==> config.mk <==
export PLATFORM = sky130hd
export DESIGN_NAME = scan_sequencer
export DESIGN_NICKNAME = d
export VERILOG_FILES = /design/src/rtl/scan_sequencer.sv
export SDC_FILE = /design/constraint.sdc
export NUM_CORES = 1
export LEC_CHECK = 0
export ABC_AREA = 0
export ABC_CLOCK_PERIOD_IN_PS = 7140
export CORE_ASPECT_RATIO = 1.4
export CORE_MARGIN = 3
export CORE_UTILIZATION = 45
export CTS_CLUSTER_SIZE = 16
export DETAILED_ROUTE_END_ITERATION = 6
export PLACE_DENSITY = 0.73
export SLEW_MARGIN = 0
export SYNTH_ARGS = -nofsm -noshare
export SYNTH_HDL_FRONTEND = slang
export SYNTH_SLANG_ARGS = --single-unit
==> constraint.sdc <==
create_clock -name clk -period 7.14 [get_ports clk]
set_clock_uncertainty 0.05 [all_clocks]
set_input_delay 0.714 -clock clk [delete_from_list [all_inputs] [get_ports clk]]
set_output_delay 0.714 -clock clk [all_outputs]
set_load 0.05 [all_outputs]
==> src/rtl/scan_sequencer.sv <==
// Drives the select/enable pair of a 3-to-8 one-hot decoder, stepping through the
// masked-in lines with a programmable dwell; single-sweep or continuous operation.
module scan_sequencer #(
  parameter int DWELL_W = 8
) (
  input  logic               clk,
  input  logic               rst_n,
  input  logic               start,
  input  logic               stop,
  input  logic               mode,
  input  logic [DWELL_W-1:0] dwell,
  input  logic [7:0]         mask,
  output logic               en,
  output logic [2:0]         x,
  output logic               step,
  output logic               wrap,
  output logic               done,
  output logic               busy
);

  typedef enum logic {IDLE, ACTIVE} state_t;

  state_t             state_q, state_d;
  logic               en_q, en_d;
  logic [2:0]         x_q, x_d;
  logic               step_q, step_d;
  logic               wrap_q, wrap_d;
  logic               done_q, done_d;
  logic               busy_q, busy_d;
  logic               mode_q, mode_d;
  logic [DWELL_W-1:0] dwell_q, dwell_d;
  logic [7:0]         mask_q, mask_d;
  logic [DWELL_W-1:0] cnt_q, cnt_d;

  logic [3:0]         first_in, first_sh, next_sh;
  logic [DWELL_W-1:0] reload_in, reload_sh;

  // Returns {found, index} of the lowest set bit of m at or above lo.
  function automatic logic [3:0] find_up(input logic [7:0] m, input logic [3:0] lo);
    logic [3:0] r;
    r = 4'b0000;
    for (int i = 7; i >= 0; i--) begin
      if (m[i] && (i >= int'(lo))) r = {1'b1, 3'(i)};
    end
    return r;
  endfunction

  // A dwell of 0 holds each line for one cycle, same as a dwell of 1.
  function automatic logic [DWELL_W-1:0] reload_of(input logic [DWELL_W-1:0] d);
    return (d == '0) ? '0 : d - 1'b1;
  endfunction

  always_comb begin
    first_in  = find_up(mask, 4'd0);
    first_sh  = find_up(mask_q, 4'd0);
    next_sh   = find_up(mask_q, {1'b0, x_q} + 4'd1);
    reload_in = reload_of(dwell);
    reload_sh = reload_of(dwell_q);
  end

  always_comb begin
    state_d = state_q;
    en_d    = en_q;
    x_d     = x_q;
    step_d  = 1'b0;
    wrap_d  = 1'b0;
    done_d  = 1'b0;
    busy_d  = busy_q;
    mode_d  = mode_q;
    dwell_d = dwell_q;
    mask_d  = mask_q;
    cnt_d   = cnt_q;
    case (state_q)
      IDLE: begin
        en_d   = 1'b0;
        busy_d = 1'b0;
        if (start && !stop && (mask != 8'h00)) begin
          mode_d  = mode;
          dwell_d = dwell;
          mask_d  = mask;
          cnt_d   = reload_in;
          x_d     = first_in[2:0];
          state_d = ACTIVE;
          en_d    = 1'b1;
          busy_d  = 1'b1;
          step_d  = 1'b1;
        end
      end
      ACTIVE: begin
        if (stop) begin
          state_d = IDLE;
          en_d    = 1'b0;
          busy_d  = 1'b0;
        end else if (cnt_q != '0) begin
          cnt_d = cnt_q - 1'b1;
        end else if (next_sh[3]) begin
          x_d    = next_sh[2:0];
          cnt_d  = reload_sh;
          step_d = 1'b1;
        end else if (!mode_q) begin
          state_d = IDLE;
          en_d    = 1'b0;
          busy_d  = 1'b0;
          done_d  = 1'b1;
        end else begin
          x_d    = first_sh[2:0];
          cnt_d  = reload_sh;
          step_d = 1'b1;
          wrap_d = 1'b1;
        end
      end
      default: state_d = IDLE;
    endcase
  end

  always_ff @(posedge clk or negedge rst_n) begin
    if (!rst_n) begin
      state_q <= IDLE;
      en_q    <= 1'b0;
      x_q     <= 3'd0;
      step_q  <= 1'b0;
      wrap_q  <= 1'b0;
      done_q  <= 1'b0;
      busy_q  <= 1'b0;
      mode_q  <= 1'b0;
      dwell_q <= '0;
      mask_q  <= 8'h00;
      cnt_q   <= '0;
    end else begin
      state_q <= state_d;
      en_q    <= en_d;
      x_q     <= x_d;
      step_q  <= step_d;
      wrap_q  <= wrap_d;
      done_q  <= done_d;
      busy_q  <= busy_d;
      mode_q  <= mode_d;
      dwell_q <= dwell_d;
      mask_q  <= mask_d;
      cnt_q   <= cnt_d;
    end
  end

  assign en   = en_q;
  assign x    = x_q;
  assign step = step_q;
  assign wrap = wrap_q;
  assign done = done_q;
  assign busy = busy_q;

endmodule

* After elaboration in Yosys (flattened, before gate mapping)
Index checks and enable logic that the tools add are counted.
** Storage, ports and cells
- Input port bits :: 21
- Bits in registers :: 33
- Output and inout bits :: 8
** Cells by class
- Order comparisons :: 8
- Eq/ne operators :: 8
- $add $sub $neg :: 4
- Muxes and demuxes :: 61
- Bitwise logic cells :: 1
- Reduce and logical (&&, ||, !) cells :: 19
** Operators by type and width (count)
- 3-bit 2-to-1 mux :: 21
- 8-bit 2-to-1 mux :: 7
- 4-bit 2-to-1 mux :: 8
- 8-bit by 1-bit subtractor with 8-bit output (second input constant) :: 3
- 1-bit 2-to-1 mux :: 20
- 3-bit by 4-bit >= comparator with 1-bit output (first input constant) :: 4
- 8-bit zero test :: 2
- 8-bit one-hot mux with 2 select lines :: 1
- 8-bit nonzero test :: 2
- 1-bit logical AND :: 10
- 3-bit != test (second input constant) :: 3
- 1-bit by 4-bit >= comparator with 1-bit output (first input constant) :: 2
- 2-bit by 4-bit >= comparator with 1-bit output (first input constant) :: 2
- 2-bit != test (second input constant) :: 3
- 1-bit one-hot mux with 2 select lines :: 3
- 3-bit one-hot mux with 2 select lines :: 1
- 3-bit AND reduction :: 2
- 3-bit by 1-bit adder with 4-bit output (second input constant) :: 1
- 4-bit by 1-bit != test with 1-bit output (second input constant) :: 1
- 4-bit AND reduction :: 1
- 3-bit by 1-bit != test with 1-bit output (second input constant) :: 1
- 2-bit AND reduction :: 1
- 1-bit zero test :: 1
- 1-bit NOT :: 1

* Depth between registers and ports, before layout
- Depth after elaboration :: 15
- Depth in mapped cells :: 9

* Least setup slack after synthesis
No wires, ideal clock.
- Path type :: reg-to-reg
- Start :: register x_q[0] (netlist: x[0])
- End :: register x_q[0] (netlist: x[0])
- Required time :: 6.965 ns
- Path buffers :: 1
- Stages on the path, launching flop included :: 9
- Slack :: 4.476 ns
- Data arrival time :: 2.489 ns
- Setup time :: 0.125 ns
- Path through :: dfrtp_1 -> ha_1 -> buf_2 -> xor2_1 -> a211oi_1 -> nor3_1 -> nand4b_1 -> a31oi_1 -> mux2_2
** On the way
- Word-level cells in the longest chain between the ends :: 15
- Elaborated cells on any way between the ends :: 31
- Those cells by class :: add/sub: 1; order compare: 8; eq/ne: 1; mux: 12; reduce/logical: 9
** RTL lines
- start, declared :: line 25 : logic [2:0] x_q, x_d;
- start signal, assigned :: line 120 : x_q <= 3'd0;
- start signal, assigned :: line 132 : x_q <= x_d;
- 3-bit by 1-bit adder with 4-bit output (*) :: line 56 : next_sh = find_up(mask_q, {1'b0, x_q} + 4'd1);
- 3-bit by 4-bit >= comparator with 1-bit output :: line 43 : if (m[i] && (i >= int'(lo))) r = {1'b1, 3'(i)};
- 1-bit logical AND :: line 43
- 4-bit 2-to-1 mux (7 in series) :: line 43
- 4-bit 2-to-1 mux (*) :: line 43
- 3-bit 2-to-1 mux :: line 96 : end else if (next_sh[3]) begin
- 3-bit 2-to-1 mux :: line 94 : end else if (cnt_q != '0) begin
- 3-bit 2-to-1 mux :: line 90 : if (stop) begin
- 3-bit one-hot mux with 2 select lines :: line 73 : case (state_q)
Mark *: on every way between the ends. The rest lies on a longest branch, timed or not. The select of a mux whose other input is x is not followed.
A chain may end at the register's enable or synchronous reset.

* Final worst setup path
- Start :: register x_q[1] (netlist: x[1])
- End :: register x_q[1] (netlist: x[1])
The elaborated chain is that of the path after synthesis.

==> Implementation_results.wiki <==
{| class="wikitable"
! Metric !! Value
|-
| Asr flop ratio synth || 1.000
|-
| Wire length of the first global-routing pass || 8549 microns
|-
| Setup-violating endpoint count in the final report || 0
|-
| Sum of internal, switching and leakage power || 0.0008213 W
|-
| Hold bufs inserted after CTS || 0
|-
| Overall global routing resource usage || 0.1895
|-
| Period minus WS final || 2.863 ns
|-
| Post-DP HPWL || 3888 microns
|-
| Share of the clock period used by the worst path after layout || 0.4010
|-
| Synth top cells by count || 33 x dfrtp_1, 19 x nand2_1, 18 x mux2_2, 18 x nor2_1
|-
| Detail Route Antenna Nets || 0
|-
| Clock latency on the worst-skew pair || 0.28 ns
|-
| Sequential standard cell area || 825.8 sq um
|-
| Path type of the worst min-delay path || reg2reg
|-
| Clock-pin slew on the worst setup and hold paths || 0.07 ns
|-
| Internal Dissipation || 0.0004987 W
|-
| Netlist cell types || 51
|-
| Final net count || 293
|-
| Result of the run || completed
|-
| Maximum number of pins on one net before global-route repair || 34
|-
| Area of combinational cells with multiple inputs || 1300 sq um
|-
| Most frequent cell after synthesis || dfrtp_1
|-
| Via density per instance || 5.597
|-
| Top area cells in the synthesized netlist || dfrtp_1 37%, mux2_2 9.1%, xnor2_1 3.9%
|-
| Part of the total power dissipated in the clock network || 0.187
|-
| Power per standard cell area || 309.2 nW/um^2
|-
| Fillers || 417
|-
| Final std cells w/o fill || 330
|-
| Proportion of layout cells with a drive suffix above 1 || 0.1306
|-
| Number of synthesized flops with an enable pin || 0
|-
| Share of power burned in registers || 0.383
|-
| Number of hold violations in the final report || 0
|-
| Total core area || 4681 sq um
|-
| Slew margin rel. || 0.5110
|-
| Kind of launch point of the worst setup path || register
|-
| Clock root buffer || clkbuf_8
|-
| Number of CTS-inserted buffers || 5
|-
| Net switching component of the power || 0.0003226 W
|-
| Vias in the first global route || 1903
|-
| Total of cells resized after clock tree synthesis || 0
|-
| Placer congestion estimate || 0.9927
|-
| Number of synthesized register bits || 33
|-
| TritonCTS clock tree || yes
|-
| Final TNS setup || 0 ns
|-
| Pre-Repair DR Iteration Count || 4
|-
| Number of maximum-capacitance violations || 0
|-
| Top cell type's share of synthesized area || 0.3691
|-
| Number of warning messages in the yosys log || 0
|-
| Summed instance area of the synthesized netlist || 2237 sq um
|-
| Achievable frequency || 349.3 MHz
|-
| Crit path max fanout || 12
|-
| Register area share after synthesis || 0.3691
|-
| Effective utilization at floorplan || 0.4779
|-
| Site Rows || 29
|-
| Nets in the synthesized netlist || 265
|-
| Ports || 29
|-
| Clock sink count || 33
|-
| Total Die Area || 5865 sq um
|-
| Number of post-CTS setup repair buffers || 0
|-
| DRC violations left || 0
|-
| CP endpoint kind || register
|-
| GRT Residual Overflow || 0
|-
| Detailed-route wire length per cell || 15.14 microns
|-
| Switching portion of total power || 0.3928
|-
| Type of the setup path with the least slack || reg2reg
|-
| Mapped Cells || 239
|-
| Endpoint arrival time on the critical path || 2.98 ns
|-
| Number of DRC violations after detailed-routing iteration 0 || 118
|-
| Worst hold slack after final layout || 0.4867 ns
|-
| Layout Area Growth over Synthesis || 18.74%
|-
| Actual slew at the worst max-slew pin || 0.7303 ns
|-
| Total via count after detailed routing || 1847
|-
| Clock tree buffer depth || 2
|-
| Synthesized area divided by synthesized cell count || 9.360 sq um
|-
| Cell accounting for the most synthesized area || dfrtp_1
|-
| Antenna violations before repair || 0
|-
| Number of max-slew violations in the final report || 0
|-
| Die H || 89.43 microns
|-
| Unrepaired setup endpoints after global routing || no
|-
| Worst-case vdd ir drop || 141.1 uV
|-
| Req. time, crit path || 7.26 ns
|-
| Count of antenna diodes in the layout || 0
|-
| Synth Flop Type || dfrtp_1
|-
| Overall routed net length || 4996 microns
|-
| Power share of the combinational group || 0.429
|-
| Leakage power of the design || 1.048 nW
|-
| H-tree levels || 2
|-
| Die extent in x || 65.59 microns
|-
| Placed cells || 322
|-
| Buffers added on ports || 28
|}
==> worst max-delay path, stage by stage (launching register included) <==
cell and delay, ns:
dfrtp_1 0.55, ha_1 0.39, xor2_1 0.18, a211oi_1 0.12, nor3_1 0.43, nand4b_1 0.26, a31oi_1 0.39, mux2_2 0.38
==> layout by cell type (no fill, tap or decap), drive strengths merged, types with 2 or more instances in the layout <==
cell           Yosys  layout
a21oi             15      15
a31o               2       2
a31oi              2       2
and2               3       3
buf                6       2
clkbuf             3       7
clkdlybuf4s50      0      28
dfrtp             33      33
ha                 5       5
inv               15      15
mux2              19      19
mux2i              6       6
nand2             19      19
nand2b             4       4
nand3              5       5
nand4b             2       2
nor2              18      18
nor2b              4       4
nor3               8       8
nor3b              2       2
nor4               6       6
nor4b              3       3
o211ai             2       2
o21ai              8       8
o21bai             3       3
o22a               5       5
o22ai              7       7
or4                2       2
xnor2             10      10
xor2               6       6
==> power by group through the flow <==
| stage | Combinational [W] | Sequential, W | Clock (W) |
|---|---|---|---|
| 6_report | 0.000353 | 0.000315 | 0.000154 |
| 5_1_grt | 0.000387 | 0.000325 | 0.000167 |
| 4_1_cts | 0.000355 | 0.000314 | 0.000158 |
| 3_5_place_dp | 0.000354 | 0.000317 | 0 |
| 3_3_place_gp | 0.000351 | 0.000315 | 0 |
| 2_1_floorplan | 0.000258 | 0.000316 | 0 |
==> logic make-up after synthesis <==
| group | count (synthesis) | share of synthesized area |
|---|---|---|
| mux | 25 | 0.1242 |
| fa+ha+maj | 5 | 0.02796 |
| compound gates | 56 | 0.1723 |
| xor+xnor | 16 | 0.06264 |
| buf+inv | 24 | 0.05145 |
| flops | 33 | 0.3691 |
| simple gates | 80 | 0.1924 |
==> final cells by class <==
class / count / share of cell area
Multi-Input combinational cell: 182 / 0.4894
Tap cell: 62 / 0.02920
Clock buffer: 7 / 0.03627
Sequential cell: 33 / 0.3109
Clock inverter: 1 / 0.001884
Timing Repair Buffer: 30 / 0.1112
Inverter: 15 / 0.02120
==> worst paths after layout <==
path                       startpoint   endpoint  slack, ns  cells past startpoint
min in group asynchronous       rst_n   cnt_q[7]       0.78                      2
hold reg to reg                  busy       busy       0.49                      1
max in group asynchronous       rst_n  mask_q[7]       5.97                      2
setup reg to reg                 x[1]       x[1]       4.28                      7
hold / removal                   busy       busy       0.49                      1
setup / recovery                 x[1]       x[1]       4.28                      7
==> metrics by stage <==
stage | area, sq um | util | setup WS (ns)
final | 2656 | 0.5675 | 4.277
after global routing | 2656 | 0.5675 | 4.054
after CTS | 2656 | 0.5675 | 4.262
after detailed placement | 2555 | 0.5458 | 4.175
after global placement | 2555 | 0.5458 | 4.218
after floorplan | 2237 | - | 4.476
==> metal layers <==
| metal | up-vias | share of wire | track usage |
|---|---|---|---|
| met4 | 0 | 0.021 | 0.07170 |
| li1 | 926 | - | - |
| met5 | - | 0 | 0 |
| met1 | 870 | 0.40 | 0.2086 |
| met3 | 11 | 0.034 | 0.03522 |
| met2 | 40 | 0.54 | 0.3576 |
==> registers in the layout, summed over array words and instances (netlist names) <==
| name | cells |
|---|---|
| wrap | 1 |
| busy | 1 |
| done | 1 |
| step | 1 |
| cnt_q | 8 |
| dwell_q | 8 |
| mask_q | 8 |
| x | 3 |
| state_q | 1 |
| mode_q | 1 |
Note: power is estimated with default switching activity, not from simulation.
